<file path="config.mk">
export PLATFORM = sky130hd
export DESIGN_NAME = bob_retire_ctl
export DESIGN_NICKNAME = d
export VERILOG_FILES = /design/src/rtl/bob_retire_ctl_pkg.sv /design/src/rtl/adder_inc.sv /design/src/rtl/bob_ret_cmp.sv /design/src/rtl/bob_retire_ctl.sv
export SDC_FILE = /design/constraint.sdc
export NUM_CORES = 1
export LEC_CHECK = 0
export ABC_AREA = 0
export BUFFER_PORTS_ARGS = -buffer_cell sky130_fd_sc_hd__buf_4
export CAP_MARGIN = 20
export CORE_MARGIN = 2
export CORE_UTILIZATION = 49
export DETAILED_ROUTE_END_ITERATION = 7
export PLACE_DENSITY = 0.89
export SYNTH_ARGS = -nofsm -noshare
export SYNTH_HDL_FRONTEND = slang
export SYNTH_HIERARCHICAL = 1
export SYNTH_SLANG_ARGS = --single-unit
</file>
<file path="constraint.sdc">
create_clock -name clk -period 2.2 [get_ports clk]
set_input_delay 0.22 -clock clk [delete_from_list [all_inputs] [get_ports clk]]
set_output_delay 0.22 -clock clk [all_outputs]
set_load 0.005 [all_outputs]
</file>
<file path="src/rtl/bob_retire_ctl_pkg.sv">
// Shared definitions for the bob retire controller.
//   - FSM state encoding
//   - bob entry field layout: {pred_taken, pred_target, fallthru_ip}
//   - default flush length and flush counter width
package bob_retire_ctl_pkg;

  typedef enum logic {RUN = 1'b0, FLUSH = 1'b1} state_e;

  localparam int unsigned FLUSH_CYC_DEF = 3;
  // Holds FLUSH_CYC values in the range 1..15.
  localparam int unsigned FCNT_W        = 4;

  // Entry layout offsets, expressed in terms of the address width.
  localparam int unsigned FT_LSB = 0;
  function automatic int unsigned tgt_lsb(input int unsigned ipw);
    return ipw;
  endfunction
  function automatic int unsigned tkn_bit(input int unsigned ipw);
    return 2 * ipw;
  endfunction
  function automatic int unsigned entry_w(input int unsigned ipw);
    return 2 * ipw + 1;
  endfunction

endpackage

</file>
<file path="src/rtl/adder_inc.sv">
// Incrementer: y = a + 1. Wraps from all-ones to zero.
//   a  in  W  operand
//   y  out W  a + 1
module adder_inc #(
  parameter int W = 32
) (
  input  logic [W-1:0] a,
  output logic [W-1:0] y
);
  assign y = a + W'(1);
endmodule

</file>
<file path="src/rtl/bob_ret_cmp.sv">
// Combinational mispredict compare and redirect address select for one
// retiring branch.
//   entry       in  2*IP_WIDTH+1  bob entry {pred_taken, pred_target, fallthru_ip}
//   act_taken   in  1             actual direction
//   act_target  in  IP_WIDTH      actual taken target
//   mis         out 1             prediction was wrong
//   redir_ip    out IP_WIDTH      where the front end must restart
module bob_ret_cmp
  import bob_retire_ctl_pkg::*;
#(
  parameter int IP_WIDTH = 64
) (
  input  logic [2*IP_WIDTH:0]  entry,
  input  logic                 act_taken,
  input  logic [IP_WIDTH-1:0]  act_target,
  output logic                 mis,
  output logic [IP_WIDTH-1:0]  redir_ip
);
  logic                pred_taken;
  logic [IP_WIDTH-1:0] pred_target;
  logic [IP_WIDTH-1:0] fallthru_ip;

  assign pred_taken  = entry[tkn_bit(IP_WIDTH)];
  assign pred_target = entry[tgt_lsb(IP_WIDTH) +: IP_WIDTH];
  assign fallthru_ip = entry[FT_LSB +: IP_WIDTH];

  // The target only matters when the branch was actually taken.
  assign mis      = (act_taken != pred_taken) |
                    (act_taken & (act_target != pred_target));
  assign redir_ip = act_taken ? act_target : fallthru_ip;
endmodule

</file>
<file path="src/rtl/bob_retire_ctl.sv">
// Retire-side controller for the branch order buffer.
// Pops the bob head when the ROB retires a branch, checks the stored
// prediction, and on a mispredict issues a registered redirect followed by a
// fixed-length flush (except/rob_stall) back into the bob allocator.
//   clk, rst        clock, async active-low reset
//   hasRetire       bob non-empty
//   retire_addr     allocator head pointer (already advanced by doRetire)
//   ram_read_data   head entry from the bob RAM
//   rob_br_*        branch retiring from the ROB
//   ram_read_*      bob RAM read port
//   doRetire        pop the bob head
//   except          flush the allocator
//   rob_stall       hold ROB branch retirement
//   redirect_*      one-cycle front-end redirect
//   err_underflow   sticky retire-while-empty error
//   retired_cnt     branches retired
//   mispred_cnt     mispredicts
module bob_retire_ctl
  import bob_retire_ctl_pkg::*;
#(
  parameter int IP_WIDTH   = 64,
  parameter int ADDR_WIDTH = 6,
  parameter int DATA_WIDTH = 2*IP_WIDTH+1,
  parameter int FLUSH_CYC  = FLUSH_CYC_DEF,
  parameter int CNT_WIDTH  = 32
) (
  input  logic                  clk,
  input  logic                  rst,
  input  logic                  hasRetire,
  input  logic [ADDR_WIDTH-1:0] retire_addr,
  input  logic [DATA_WIDTH-1:0] ram_read_data,
  input  logic                  rob_br_valid,
  input  logic                  rob_br_taken,
  input  logic [IP_WIDTH-1:0]   rob_br_target,
  output logic                  ram_read_clkEn,
  output logic [ADDR_WIDTH-1:0] ram_read_addr,
  output logic                  doRetire,
  output logic                  except,
  output logic                  rob_stall,
  output logic                  redirect_valid,
  output logic [IP_WIDTH-1:0]   redirect_ip,
  output logic                  err_underflow,
  output logic [CNT_WIDTH-1:0]  retired_cnt,
  output logic [CNT_WIDTH-1:0]  mispred_cnt
);
  state_e               state;
  logic [FCNT_W-1:0]    fcnt;
  logic                 mis;
  logic [IP_WIDTH-1:0]  rip;
  logic [CNT_WIDTH-1:0] ret_nxt;
  logic [CNT_WIDTH-1:0] mis_nxt;

  // The RAM registers the address itself, so the head entry simply follows
  // the allocator pointer one cycle later.
  assign ram_read_clkEn = 1'b1;
  assign ram_read_addr  = retire_addr;

  // Gated by rst so no pop escapes while the block is held in reset.
  assign doRetire = rst & (state == RUN) & rob_br_valid & hasRetire;

  bob_ret_cmp #(.IP_WIDTH(IP_WIDTH)) u_cmp (
    .entry      (ram_read_data),
    .act_taken  (rob_br_taken),
    .act_target (rob_br_target),
    .mis        (mis),
    .redir_ip   (rip)
  );

  adder_inc #(.W(CNT_WIDTH)) u_ret_inc (.a(retired_cnt), .y(ret_nxt));
  adder_inc #(.W(CNT_WIDTH)) u_mis_inc (.a(mispred_cnt), .y(mis_nxt));

  always_ff @(posedge clk or negedge rst) begin
    if (!rst) begin
      state          <= RUN;
      fcnt           <= '0;
      except         <= 1'b0;
      rob_stall      <= 1'b0;
      redirect_valid <= 1'b0;
      redirect_ip    <= '0;
      err_underflow  <= 1'b0;
      retired_cnt    <= '0;
      mispred_cnt    <= '0;
    end else begin
      redirect_valid <= 1'b0;
      case (state)
        RUN: begin
          if (doRetire) begin
            retired_cnt <= ret_nxt;
            if (mis) begin
              redirect_valid <= 1'b1;
              redirect_ip    <= rip;
              mispred_cnt    <= mis_nxt;
              fcnt           <= FCNT_W'(FLUSH_CYC);
              except         <= 1'b1;
              rob_stall      <= 1'b1;
              state          <= FLUSH;
            end
          end
          if (rob_br_valid && !hasRetire) err_underflow <= 1'b1;
        end
        FLUSH: begin
          // fcnt==1 marks the last flush cycle.
          if (fcnt == FCNT_W'(1)) begin
            state     <= RUN;
            except    <= 1'b0;
            rob_stall <= 1'b0;
            fcnt      <= '0;
          end else begin
            fcnt <= fcnt - FCNT_W'(1);
          end
        end
        default: state <= RUN;
      endcase
    end
  end
endmodule

</file>
==> results.cfg <==
[setup_path]
critical-path-top-delay-family = simple AND/OR/NAND/NOR gates
path_buf_inv = 4
max_stage_delay_ns = 0.40
start_kind = input port
critical_path_class = in2reg
crit_chain = buf_4, xor2_1, nor4_2, buf_4, nand4_2, nor4_2, a31oi_2, nand2_4, inv_4, buf_12, mux2_2
crit_path_end_kind = flip-flop
arrival_ns = 2.38
crit_slowest_cell = nor4_2
worst_ep_required_time_ns = 2.51
critPathMaxFanout = 38

[global_route]
grt_max_degree = 137
overflow = 0
antenna_found_initial = 0
grt_pass1_vias = 7145
grt_pass1_wl_um = 39200
grt_usage_pct = 28.5

[yosys]
ys_ff_latch = 136
synth_enable_flop_cells = 0
yosysWarnings = 6
yosys_most_used_dff = dfrtp_1
synth_cell_type_count = 52
synthesis.area_per_instance_um2 = 11.0
synth.net_count = 958
ys_seq_area_share_pct = 41.2
syn-cell-area_um2 = 8260
async_flop_share_pct = 100
syn_inst = 750

[sta]
hold_viol_final = 0
fmax_mhz = 482
min_period_ns = 2.08
worst_slew_pin_slew_ns = 0.794
fin_worst_skew_ns = 0.00692
fin_hold_ws_ns = 0.0807
slew_violations = 0
slew_headroom_pct = 47.1
fin_crit_sh_pct = 94.4
rsz0062_at_grt = no
finalSetupViolCount = 0
setup_tns_ns = 0

[cts]
clockRootBuffer = clkbuf_16
h-tree-depth = 4
clk_transition_reported_paths_ns = 0.06
worstSkewPairLatency_ns = 0.42
cts_num_sinks = 136
cts_buffer_depth = 2
tritoncts = done
cts_buffers = 17

[layout]
instances_no_fill = 1316
final_common_cell = buf_4
final_area_um2 = 11600
area_growth_pct = 40.3
drive_gt1_share_pct = 52.3
antennaDiodeCount = 0
nets = 1291
final_cell_mix = buf_4 (346), dfrtp_1 (136), mux2_2 (131)

[place]
dp_hpwl_um = 19300
placed_cell_area_um2 = 11000
gp_congestion = 0.933
io_buffers = 330
placedCellCount = 1283

[drt]
drt_iter0_markers = 476
wire_per_inst_um = 19.3
drc_errors = 0
viasPerCell = 5.38
firstDrtPassIters = 5
num_vias = 7075
wirelength_um = 25400
postRouteAntennaNets = 0

[pwr]
power.total_uw = 9750
p_switching_uw = 2860
p_per_area_nw_per_um2 = 841
clockPowerShare_pct = 29.0
vdd.ir_drop.worst_mv = 0.620
swShare_pct = 29.3
p_seq_share_pct = 38.8
p_leak_uw = 0.00575
combPwrFrac_pct = 32.2
p_int_uw = 6890

[floorplanning]
coreArea_um2 = 16500
io_pins = 344
num_rows = 47
chipWidth_um = 134
die_h_um = 134
initial_core_util_pct = 50.0
dieArea_um2 = 17900

[run]
maxCapViolCount = 0

[outcome]
outcome = completed

[min_path]
hold_path_class = in2reg
[cell usage after synthesis, types with 2 or more instances]
library cell	n	share of area (%)
clkbuf_1	8	0.36
nand2_1	119	5.4
xnor2_1	49	5.2
nor4_2	8	1.2
inv_4	2	0.15
nor3b_1	3	0.27
nand4_1	15	1.1
buf_4	17	1.5
o22ai_1	5	0.38
inv_1	27	1.2
a31o_2	2	0.21
nand2_2	2	0.15
o2bb2ai_1	2	0.21
nand2b_1	3	0.23
nor4_1	22	1.7
buf_2	11	0.67
nand3_4	4	0.85
and4_1	10	1.1
ha_1	4	0.61
and3_1	12	0.91
mux2_2	131	18
nor2b_1	2	0.15
mux2_4	29	5.3
nor3_1	8	0.48
nor2_1	10	0.45
a22o_1	3	0.32
nand3_2	2	0.24
xor2_1	60	6.4
dfrtp_1	136	41
buf_12	3	0.73
nand3_1	20	1.2
[cell type report]
cell class / instances / area, µm²
Clock inverter: 15 / 154
Sequential cell: 136 / 3400
Fill cell: 1175 / 4940
Tap cell: 220 / 275
Timing Repair Buffer: 354 / 2740
Multi-Input combinational cell: 544 / 4470
Clock buffer: 17 / 425
Inverter: 30 / 119
[worst reg2reg max path, delay by kind of cell, from the launching register on]
kind                     cells  cell delay [ns]
AND/OR/NAND/NOR              3             0.82
flip-flops                   1             0.43
multiplexers                 1             0.29
adder cells (fa/ha/maj)      1             0.27
XOR/XNOR                     1             0.11
[power groups by stage]
stage	clock network, µW	logic, µW	registers [µW]
after floorplan	0	1320	3740
after global placement	0	3050	3780
after detailed placement	0	3150	3790
after CTS	2870	3160	3780
after global routing	2970	3360	3870
final	2830	3140	3790
[repair_timing]
item | 4_1_cts | 5_1_grt
cloned | 0 | 0
endpoints found under the hold margin | 90 | 0
hold buffers | 1 | 0
gates resized for setup | 1 | 3
pin swaps | 0 | 1
buffers inserted | 0 | 0
setup endpoints to repair | 5 | 95
[logic make-up (layout without fill, tap and decap cells)]
logic type	count (synthesis)	count (layout)	synth area share [%]
AOI/OAI and AO/OA	24	24	2.24
and+or+nand+nor	246	246	16.3
DFF	136	136	41.2
other	1	1	0.0454
xor gates and xnor gates	109	109	11.6
buffers and inverters	70	416	4.92
adders and majority gates	4	4	0.606
muxes	160	160	23.1
[path summary, 6_finish.rpt]
check	from	end	slack [ns]	cells past startpoint
worst min-delay path	rob_br_valid	err_underflow	0.08	2
worst max-delay path	rob_br_target[6]	mispred_cnt[12]	0.12	11
min in group asynchronous	rst	state	0.52	3
worst min register to register	err_underflow	err_underflow	0.50	1
worst max register to register	mispred_cnt[1]	mispred_cnt[28]	0.17	6
max in group asynchronous	rst	retired_cnt[8]	1.06	3
[per-stage QoR]
| stage | utilization [%] | worst slack, ns |
|---|---|---|
| 2_1_floorplan | - | 0.0520 |
| 3_3_place_gp | 66.4 | -0.380 |
| 3_5_place_dp | 66.4 | -0.428 |
| 4_1_cts | 70.0 | 0.00121 |
| 5_1_grt | 70.1 | 0.00384 |
| 6_report | 70.1 | 0.124 |
[registers in the layout (all words and copies together), names as in the netlist]
| name | cells |
|---|---|
| redirect_ip | 64 |
| redirect_valid | 1 |
| retired_cnt | 32 |
| err_underflow | 1 |
| mispred_cnt | 32 |
| state | 1 |
| fcnt | 4 |
| rob_stall | 1 |
[per-layer routing]
metal	GRT usage [%]	up-vias	part of all wire, %
met5	0	-	0
met4	10.3	0	2.3
met3	8.20	46	7.6
met2	46.0	318	48
met1	36.6	3436	42
li1	-	3275	-
No activity file was read; power rests on OpenSTA's default activity.
